## src/rtl/tracker_pkg.sv

```systemverilog
// Shared constants and types for the per-frame centroid/radius scheduler.
package tracker_pkg;

  // Default widths and the r_sq scaling pair (7/22 approximates 1/pi).
  localparam int SIZE_W = 20;
  localparam int SUM_W  = 32;
  localparam int R_NUM  = 7;
  localparam int R_DEN  = 22;

  typedef enum logic [2:0] {
    IDLE,
    DIV_X,
    DIV_Y,
    DIV_R,
    PUBLISH,
    PUBLISH_NT
  } state_t;

  // Each DIV_* state issues the divider once, then waits for its done pulse.
  typedef enum logic {
    PH_ISSUE,
    PH_WAIT
  } phase_t;

  // Debug view of the scheduler: FSM state, phase and last divider remainder.
  typedef struct packed {
    state_t            state;
    phase_t            phase;
    logic [SUM_W-1:0]  div_rem;
  } dbg_t;

endpackage

```

## src/rtl/centroid_div_sched_if.sv

```systemverilog
// Bus bundle between the blob accumulator, the scheduler and the overlay side.
// There is no valid/ready handshake here: vsync's falling edge is the only
// request, and done is a one-cycle strobe marking a coherent output update.
interface centroid_div_sched_if;
  import tracker_pkg::*;

  logic              vsync;
  logic [SIZE_W-1:0] size_in;
  logic [SUM_W-1:0]  sum_x_in;
  logic [SUM_W-1:0]  sum_y_in;
  logic [SUM_W-1:0]  x_center;
  logic [SUM_W-1:0]  y_center;
  logic [SUM_W-1:0]  r_sq;
  logic              no_target;
  logic              busy;
  logic              done;
  logic              overrun;
  dbg_t              dbg;

  modport master (
    output vsync, size_in, sum_x_in, sum_y_in,
    input  x_center, y_center, r_sq, no_target, busy, done, overrun, dbg
  );

  modport slave (
    input  vsync, size_in, sum_x_in, sum_y_in,
    output x_center, y_center, r_sq, no_target, busy, done, overrun, dbg
  );

endinterface

```

## src/rtl/serial_div.sv

```systemverilog
// Restoring unsigned divider, one quotient bit per cycle.
// done pulses exactly W+1 cycles after the cycle in which start is sampled;
// quotient/remainder hold until the next start. start while running is ignored.
module serial_div #(
  parameter int W = 32
) (
  input  logic         clk,
  input  logic         rst_in,
  input  logic         start,
  input  logic [W-1:0] dividend,
  input  logic [W-1:0] divisor,
  output logic [W-1:0] quotient,
  output logic [W-1:0] remainder,
  output logic         done
);

  localparam int CW = $clog2(W + 1);

  logic          running_q, running_d;
  logic [CW-1:0] cnt_q, cnt_d;
  logic [W-1:0]  quo_q, quo_d;
  logic [W-1:0]  rem_q, rem_d;
  logic [W-1:0]  dvs_q, dvs_d;
  logic          done_q, done_d;
  logic [W:0]    shifted;
  logic [W:0]    diff;

  // Next-state: load on start, then one shift/trial-subtract step per cycle.
  always_comb begin
    shifted   = {rem_q, quo_q[W-1]};
    diff      = shifted - {1'b0, dvs_q};
    running_d = running_q;
    cnt_d     = cnt_q;
    quo_d     = quo_q;
    rem_d     = rem_q;
    dvs_d     = dvs_q;
    done_d    = 1'b0;
    if (!running_q) begin
      if (start) begin
        running_d = 1'b1;
        cnt_d     = CW'(W);
        quo_d     = dividend;
        rem_d     = '0;
        dvs_d     = divisor;
      end
    end else begin
      // diff's top bit is the borrow: clear means the trial subtract fits.
      if (!diff[W]) begin
        rem_d = diff[W-1:0];
        quo_d = {quo_q[W-2:0], 1'b1};
      end else begin
        rem_d = shifted[W-1:0];
        quo_d = {quo_q[W-2:0], 1'b0};
      end
      cnt_d = cnt_q - CW'(1);
      if (cnt_q == CW'(1)) begin
        running_d = 1'b0;
        done_d    = 1'b1;
      end
    end
  end

  // Register divider state with async active-low reset.
  always_ff @(posedge clk or negedge rst_in) begin
    if (!rst_in) begin
      running_q <= 1'b0;
      cnt_q     <= '0;
      quo_q     <= '0;
      rem_q     <= '0;
      dvs_q     <= '0;
      done_q    <= 1'b0;
    end else begin
      running_q <= running_d;
      cnt_q     <= cnt_d;
      quo_q     <= quo_d;
      rem_q     <= rem_d;
      dvs_q     <= dvs_d;
      done_q    <= done_d;
    end
  end

  assign quotient  = quo_q;
  assign remainder = rem_q;
  assign done      = done_q;

endmodule

```

## src/rtl/centroid_div_sched.sv

```systemverilog
// Per-frame scheduler: snapshots blob accumulators on vsync falling edge and
// computes x_center, y_center and r_sq through one shared serial divider.
// All three results update together on the done pulse.
module centroid_div_sched (
  input  logic                  clk,
  input  logic                  rst_in,
  centroid_div_sched_if.slave   bus
);
  import tracker_pkg::*;

  localparam logic [SUM_W-1:0] R_NUM_W = SUM_W'(R_NUM);
  localparam logic [SUM_W-1:0] R_DEN_W = SUM_W'(R_DEN);

  state_t            state_q, state_d;
  phase_t            phase_q, phase_d;
  logic              vsync_q;
  logic              fe;
  logic [SIZE_W-1:0] size_q, size_d;
  logic [SUM_W-1:0]  sum_x_q, sum_x_d;
  logic [SUM_W-1:0]  sum_y_q, sum_y_d;
  logic [SUM_W-1:0]  xs_q, xs_d;
  logic [SUM_W-1:0]  ys_q, ys_d;
  logic [SUM_W-1:0]  x_center_q, x_center_d;
  logic [SUM_W-1:0]  y_center_q, y_center_d;
  logic [SUM_W-1:0]  r_sq_q, r_sq_d;
  logic              no_target_q, no_target_d;
  logic              busy_q, busy_d;
  logic              done_q, done_d;
  logic              overrun_q, overrun_d;

  logic              div_start;
  logic [SUM_W-1:0]  div_dividend;
  logic [SUM_W-1:0]  div_divisor;
  logic [SUM_W-1:0]  div_quotient;
  logic [SUM_W-1:0]  div_rem;
  logic              div_done;
  logic [SUM_W-1:0]  size_ext;
  logic [SUM_W-1:0]  r_num_prod;

  assign fe         = vsync_q & ~bus.vsync;
  assign size_ext   = {{(SUM_W-SIZE_W){1'b0}}, size_q};
  // Fits in SUM_W bits for the default SIZE_W (max 786432*7).
  assign r_num_prod = size_ext * R_NUM_W;

  serial_div #(.W(SUM_W)) u_div (
    .clk       (clk),
    .rst_in    (rst_in),
    .start     (div_start),
    .dividend  (div_dividend),
    .divisor   (div_divisor),
    .quotient  (div_quotient),
    .remainder (div_rem),
    .done      (div_done)
  );

  // Scheduler next-state: snapshot, three divides, then a coherent publish.
  // done is raised on the edge entering PUBLISH/PUBLISH_NT; busy stays high
  // through that cycle so a coinciding frame end is counted as an overrun.
  always_comb begin
    state_d      = state_q;
    phase_d      = phase_q;
    size_d       = size_q;
    sum_x_d      = sum_x_q;
    sum_y_d      = sum_y_q;
    xs_d         = xs_q;
    ys_d         = ys_q;
    x_center_d   = x_center_q;
    y_center_d   = y_center_q;
    r_sq_d       = r_sq_q;
    no_target_d  = no_target_q;
    busy_d       = busy_q;
    done_d       = 1'b0;
    overrun_d    = overrun_q | (fe & busy_q);
    div_start    = 1'b0;
    div_dividend = sum_x_q;
    div_divisor  = size_ext;
    case (state_q)
      IDLE: begin
        if (fe) begin
          size_d  = bus.size_in;
          sum_x_d = bus.sum_x_in;
          sum_y_d = bus.sum_y_in;
          busy_d  = 1'b1;
          phase_d = PH_ISSUE;
          if (bus.size_in == '0) begin
            state_d     = PUBLISH_NT;
            no_target_d = 1'b1;
            done_d      = 1'b1;
          end else begin
            state_d = DIV_X;
          end
        end
      end
      DIV_X: begin
        div_dividend = sum_x_q;
        div_divisor  = size_ext;
        if (phase_q == PH_ISSUE) begin
          div_start = 1'b1;
          phase_d   = PH_WAIT;
        end else if (div_done) begin
          xs_d    = div_quotient;
          state_d = DIV_Y;
          phase_d = PH_ISSUE;
        end
      end
      DIV_Y: begin
        div_dividend = sum_y_q;
        div_divisor  = size_ext;
        if (phase_q == PH_ISSUE) begin
          div_start = 1'b1;
          phase_d   = PH_WAIT;
        end else if (div_done) begin
          ys_d    = div_quotient;
          state_d = DIV_R;
          phase_d = PH_ISSUE;
        end
      end
      DIV_R: begin
        div_dividend = r_num_prod;
        div_divisor  = R_DEN_W;
        if (phase_q == PH_ISSUE) begin
          div_start = 1'b1;
          phase_d   = PH_WAIT;
        end else if (div_done) begin
          x_center_d  = xs_q;
          y_center_d  = ys_q;
          r_sq_d      = div_quotient;
          no_target_d = 1'b0;
          done_d      = 1'b1;
          state_d     = PUBLISH;
          phase_d     = PH_ISSUE;
        end
      end
      PUBLISH, PUBLISH_NT: begin
        busy_d  = 1'b0;
        state_d = IDLE;
      end
      default: begin
        busy_d  = 1'b0;
        state_d = IDLE;
      end
    endcase
  end

  // Single register bank for FSM, snapshots, shadows and outputs.
  always_ff @(posedge clk or negedge rst_in) begin
    if (!rst_in) begin
      state_q     <= IDLE;
      phase_q     <= PH_ISSUE;
      vsync_q     <= 1'b0;
      size_q      <= '0;
      sum_x_q     <= '0;
      sum_y_q     <= '0;
      xs_q        <= '0;
      ys_q        <= '0;
      x_center_q  <= '0;
      y_center_q  <= '0;
      r_sq_q      <= '0;
      no_target_q <= 1'b0;
      busy_q      <= 1'b0;
      done_q      <= 1'b0;
      overrun_q   <= 1'b0;
    end else begin
      state_q     <= state_d;
      phase_q     <= phase_d;
      vsync_q     <= bus.vsync;
      size_q      <= size_d;
      sum_x_q     <= sum_x_d;
      sum_y_q     <= sum_y_d;
      xs_q        <= xs_d;
      ys_q        <= ys_d;
      x_center_q  <= x_center_d;
      y_center_q  <= y_center_d;
      r_sq_q      <= r_sq_d;
      no_target_q <= no_target_d;
      busy_q      <= busy_d;
      done_q      <= done_d;
      overrun_q   <= overrun_d;
    end
  end

  assign bus.x_center  = x_center_q;
  assign bus.y_center  = y_center_q;
  assign bus.r_sq      = r_sq_q;
  assign bus.no_target = no_target_q;
  assign bus.busy      = busy_q;
  assign bus.done      = done_q;
  assign bus.overrun   = overrun_q;
  assign bus.dbg       = '{state: state_q, phase: phase_q, div_rem: div_rem};

endmodule

```

## src/flat_wrapper.sv

```systemverilog
// flat-port wrapper written by rule: the top's interface ports become plain ports
module centroid_div_sched_flat import tracker_pkg::*;
  (clk, rst_in, bus_vsync, bus_size_in, bus_sum_x_in, bus_sum_y_in, bus_x_center, bus_y_center, bus_r_sq, bus_no_target, bus_busy, bus_done, bus_overrun, bus_dbg);
  centroid_div_sched_if bus_i ();
  input  logic clk;
  input  logic rst_in;
  input wire logic [$bits(bus_i.vsync)-1:0] bus_vsync;
  input wire logic [$bits(bus_i.size_in)-1:0] bus_size_in;
  input wire logic [$bits(bus_i.sum_x_in)-1:0] bus_sum_x_in;
  input wire logic [$bits(bus_i.sum_y_in)-1:0] bus_sum_y_in;
  output wire logic [$bits(bus_i.x_center)-1:0] bus_x_center;
  output wire logic [$bits(bus_i.y_center)-1:0] bus_y_center;
  output wire logic [$bits(bus_i.r_sq)-1:0] bus_r_sq;
  output wire logic [$bits(bus_i.no_target)-1:0] bus_no_target;
  output wire logic [$bits(bus_i.busy)-1:0] bus_busy;
  output wire logic [$bits(bus_i.done)-1:0] bus_done;
  output wire logic [$bits(bus_i.overrun)-1:0] bus_overrun;
  output wire logic [$bits(bus_i.dbg)-1:0] bus_dbg;
  assign bus_i.vsync = bus_vsync;
  assign bus_i.size_in = bus_size_in;
  assign bus_i.sum_x_in = bus_sum_x_in;
  assign bus_i.sum_y_in = bus_sum_y_in;
  assign bus_x_center = bus_i.x_center;
  assign bus_y_center = bus_i.y_center;
  assign bus_r_sq = bus_i.r_sq;
  assign bus_no_target = bus_i.no_target;
  assign bus_busy = bus_i.busy;
  assign bus_done = bus_i.done;
  assign bus_overrun = bus_i.overrun;
  assign bus_dbg = bus_i.dbg;
  centroid_div_sched u_core (.clk(clk), .rst_in(rst_in), .bus(bus_i));
endmodule
```

## config.mk

```make
export PLATFORM = sky130hd
export DESIGN_NAME = centroid_div_sched_flat
export DESIGN_NICKNAME = d
export VERILOG_FILES = /design/src/rtl/tracker_pkg.sv /design/src/rtl/centroid_div_sched_if.sv /design/src/rtl/serial_div.sv /design/src/rtl/centroid_div_sched.sv /design/src/flat_wrapper.sv
export SDC_FILE = /design/constraint.sdc
export NUM_CORES = 1
export LEC_CHECK = 0
export CAP_MARGIN = 10
export CORE_MARGIN = 4
export CORE_UTILIZATION = 50
export CTS_BUF_LIST = sky130_fd_sc_hd__clkbuf_8 sky130_fd_sc_hd__clkbuf_16
export DETAILED_ROUTE_END_ITERATION = 7
export PLACE_DENSITY = 0.84
export SLEW_MARGIN = 0
export SYNTH_ARGS = -nofsm -noshare
export SYNTH_HDL_FRONTEND = slang
export SYNTH_SLANG_ARGS = --single-unit
```

## constraint.sdc

```tcl
create_clock -name clk -period 3.7 [get_ports clk]
set_clock_uncertainty 0.2 [all_clocks]
set_input_delay 0.37 -clock clk [delete_from_list [all_inputs] [get_ports clk]]
set_output_delay 0.37 -clock clk [all_outputs]
set_load 0.01 [all_outputs]
```

==> impl_metrics.toml, run 1 <==
[synth]
seq_area_frac_synth = 0.518
yosys_warnings = 0
syn_nets = 1569
synth_compound_area_frac = 0.106
synth_area_leaders = "dfrtp_1 52%, mux2_2 17%, ha_1 3.3%, a21oi_1 2.6%, fa_1 2.5%"
synth_cell_types = 65
synth.cell_area_um2 = 16700
synth_top_family_by_area = "multiplexers"
synthAdderAreaFrac = 0.0582
async_flop_share = 1.00
synth_area_leader_cell = "dfrtp_1"
synth-xor-area-share = 0.0215
synth_edf_count = 0
synth_top_cell_area_share = 0.518
avgSynthCellArea_um2 = 11.8
synth.area.mux_share = 0.183
yosys.area_share.simple = 0.0882
ys.flop_type = "dfrtp_1"
synth.ff_latch_count = 345
synth_cells = 1417

[clocking]
cts_buffer_depth = 3
cts_max_level = 2
clock_latency_ps = 530
cts_tree = "yes"
clk_pin_slew_worst_paths_ps = 60
cts_setup_buffers = 0
cts.sinks = 345
cts_buffers = 38
root_buffer = "clkbuf_16"

[worst_setup_path]
cp_slowest_stage_delay_ps = 510
arrival_ps = 3740
cp_max_fo = 5
path_class = "flip-flop to flip-flop"
reg2reg_depth = 10
path_buf_inv = 0
crit_family = "compound AO/OA/AOI/OAI gates"
r2r-start = "u_core.size_q[6]$_DFFE_PN0P_"
worst_path_max_delay_cell = "fa_1"
end_kind = "flip-flop"
start_kind = "flip-flop"
r2r_slack_ps = 160
worstPathCellList = "fa_1 -> ha_1 -> a21o_1 -> or3_1 -> o21a_1 -> a211o_1 -> a21oi_1 -> xor2_1 -> o21ai_0 -> a221o_1"
worst-endpoint-required_ps = 3900
reg2reg_to = "u_core.u_div.quotient[16]$_DFFE_PN0P_"

[cells_and_area]
drive_gt1_frac = 0.218
fill_cells = 2456
area_growth_pct = 25.0
fin_area_um2 = 20900
nets = 1792

[route]
drt_iter0_markers = 878
ant_nets = 0
viasPerCell = 5.79
vias = 12200
wl_per_cell_um = 20.9
drcViolationCount = 0
drtPass1Iterations = 5
routed_wl_um = 44100

[global_route]
grt_overflow = 0
grt_use_total = 0.240
grt_pass1_vias = 12400
antenna_found_initial = 1
grt_pass1_wl_um = 69500
grt_max_degree = 113

[timing]
min_period_over_period = 0.957
hold_violations = 0
fin_tns_setup_ps = 0
finalMaxSlewViolations = 0
hold_ws_ps = 140
tightestPinTransition_ps = 889
period_minus_slack_ps = 3540
max_freq_ghz = 0.283
rsz0062_at_grt = "false"
setup_viol = 0
slew_headroom = 0.408

[min_path]
worst_hold_path_type = "input port to flip-flop"
hold_path_depth = 1
hold_end = "u_core.vsync_q$_DFF_PN0_"
min_from = "bus_vsync"

[floorplanning]
num_rows = 66
fp.dieH_um = 191
die_w_um = 191
core_um2 = 32700
die-area_um2 = 36300
io_pins = 223
start_util = 0.510

[run]
cap_viol_max_count = 0

[placed_design]
dpl.hpwl_um = 31700
routabilityCongestion = 0.928
postPlaceCellArea_um2 = 19500
io_buffers = 222

[power_and_ir_drop]
p_leak_uw = 0.00945
vdd_ir_drop_max_mv = 0.645
p_per_area_nw_per_um2 = 978

[run_status]
outcome = "completed"
-- where the power goes --
group / switching (uW) / internal [uW] / leakage, uW
logic: 5460 / 4770 / 0.00431
registers: 1340 / 5000 / 0.00448
clock network: 1530 / 2270 / 0.000654
total: 8340 / 12100 / 0.00945
-- logic make-up (layout without fill, tap and decap cells) --
kind of cell	after synthesis	in the layout
AO/OA/AOI/OAI	284	284
XOR/XNOR	41	41
adder cells (fa/ha/maj)	65	65
buffers and inverters	109	361
flip-flops	345	345
multiplexers	274	274
other	0	3
AND/OR/NAND/NOR	299	299
-- worst reg2reg max path: stages (launching register included) --
cell and delay, ps:
dfrtp_1 450, fa_1 510, ha_1 380, a21o_1 240, or3_1 340, o21a_1 230
a211o_1 290, a21oi_1 180, xor2_1 160, o21ai_0 110, a221o_1 340
-- through the flow --
stage                      util  setup slack, ps  std cells  power (uW)
after global placement    0.598              245       2041       16000
after global routing      0.637             18.9       2112       21800
after floorplan               -             97.6       1417       13000
final                     0.638              161       2114       20400
after CTS                 0.637              168       2111       20200
after detailed placement  0.598              180       2041       16300
-- area by class of cell --
cell class                 count  area (um^2)  share of cell area
antenna                        3         7.51            0.000360
clock buffer                  43         1020              0.0489
clock inverter                26          256              0.0123
inverter                      34          128             0.00612
multi-input combinational    963         7670               0.368
sequential                   345         8640               0.414
tap                          442          553              0.0265
timing repair buffer         258         2570               0.123
-- cell usage in the layout, fill, tap and decap left out, types with 25 or more instances in the layout --
| cell | n |
|---|---|
| a21oi_1 | 85 |
| buf_4 | 29 |
| clkbuf_16 | 38 |
| clkdlybuf4s50_1 | 221 |
| dfrtp_1 | 344 |
| ha_1 | 44 |
| inv_1 | 43 |
| mux2_2 | 252 |
| nand2_1 | 95 |
| nand3_1 | 37 |
| nor2_1 | 62 |
| o21ai_0 | 73 |
| xnor2_1 | 25 |
-- what timing repair did --
item                                    CTS  global route
endpoints found under the hold margin   105             0
hold buffers                              1             0
endpoints found under the setup margin    0             3
gates resized for setup                   0             4
-- worst max-delay path by stage --
stage | depth (start not counted) | end | slack [ps] | start
after floorplan | 12 | u_core.u_div.remainder[10]$_DFFE_PN0P_ | 100 | u_core.u_div.quotient[31]$_DFFE_PN0P_
after global placement | 10 | u_core.u_div.quotient[22]$_DFFE_PN0P_ | 250 | u_core.size_q[6]$_DFFE_PN0P_
after detailed placement | 10 | u_core.u_div.quotient[22]$_DFFE_PN0P_ | 180 | u_core.size_q[6]$_DFFE_PN0P_
after CTS | 12 | u_core.u_div.remainder[29]$_DFFE_PN0P_ | 170 | u_core.u_div.quotient[31]$_DFFE_PN0P_
after global routing | 12 | u_core.u_div.quotient[16]$_DFFE_PN0P_ | 20 | u_core.size_q[0]$_DFFE_PN0P_
final | 10 | u_core.u_div.quotient[16]$_DFFE_PN0P_ | 160 | u_core.size_q[6]$_DFFE_PN0P_
-- synthesized netlist by cell type, types with 3 or more instances --
master      n
nand4_1     5
mux2i_1    22
a31oi_1    12
clkbuf_1   67
fa_1       21
o21a_1     11
o22a_1      3
a22o_1     14
a21oi_1    85
and2_1      3
ha_1       44
a211oi_1   19
nand2b_1   14
a21o_1     20
o22ai_1     3
buf_1       6
o211ai_1    9
xor2_1     16
nor3b_1     4
nor2_1     65
nor4_1      9
inv_1      34
nor2b_1    11
o31ai_1     7
a32oi_1     4
nand2_1    95
a211o_1     3
mux2_2    252
xnor2_1    25
nand3_1    37
o21ai_0    73
dfrtp_1   345
or3_1       7
and3_1      6
nor3_1     23
nor4bb_1    3
o21bai_1    3
or4_1       4
-- layer usage --
metal	GRT usage	vias to the layer above	part of all wire
met5	0	-	0
met3	0.0311	85	0.056
met4	0.0710	0	0.028
li1	-	5551	-
met2	0.388	425	0.48
met1	0.344	6183	0.44
Power figures use the tool's default switching activity.
==> inputs of run 2 (changes only) <==
Settings changed: CTS_CLUSTER_SIZE set to 25.
==> results of run 2 <==
The final DEF is identical to that of run 1; final timing and power are the same.
==> inputs of run 3 (changes only) <==
Settings changed: CTS_CLUSTER_SIZE 25 to unset.
==> results of run 3 <==
The final DEF is identical to that of run 1; final timing and power are the same.
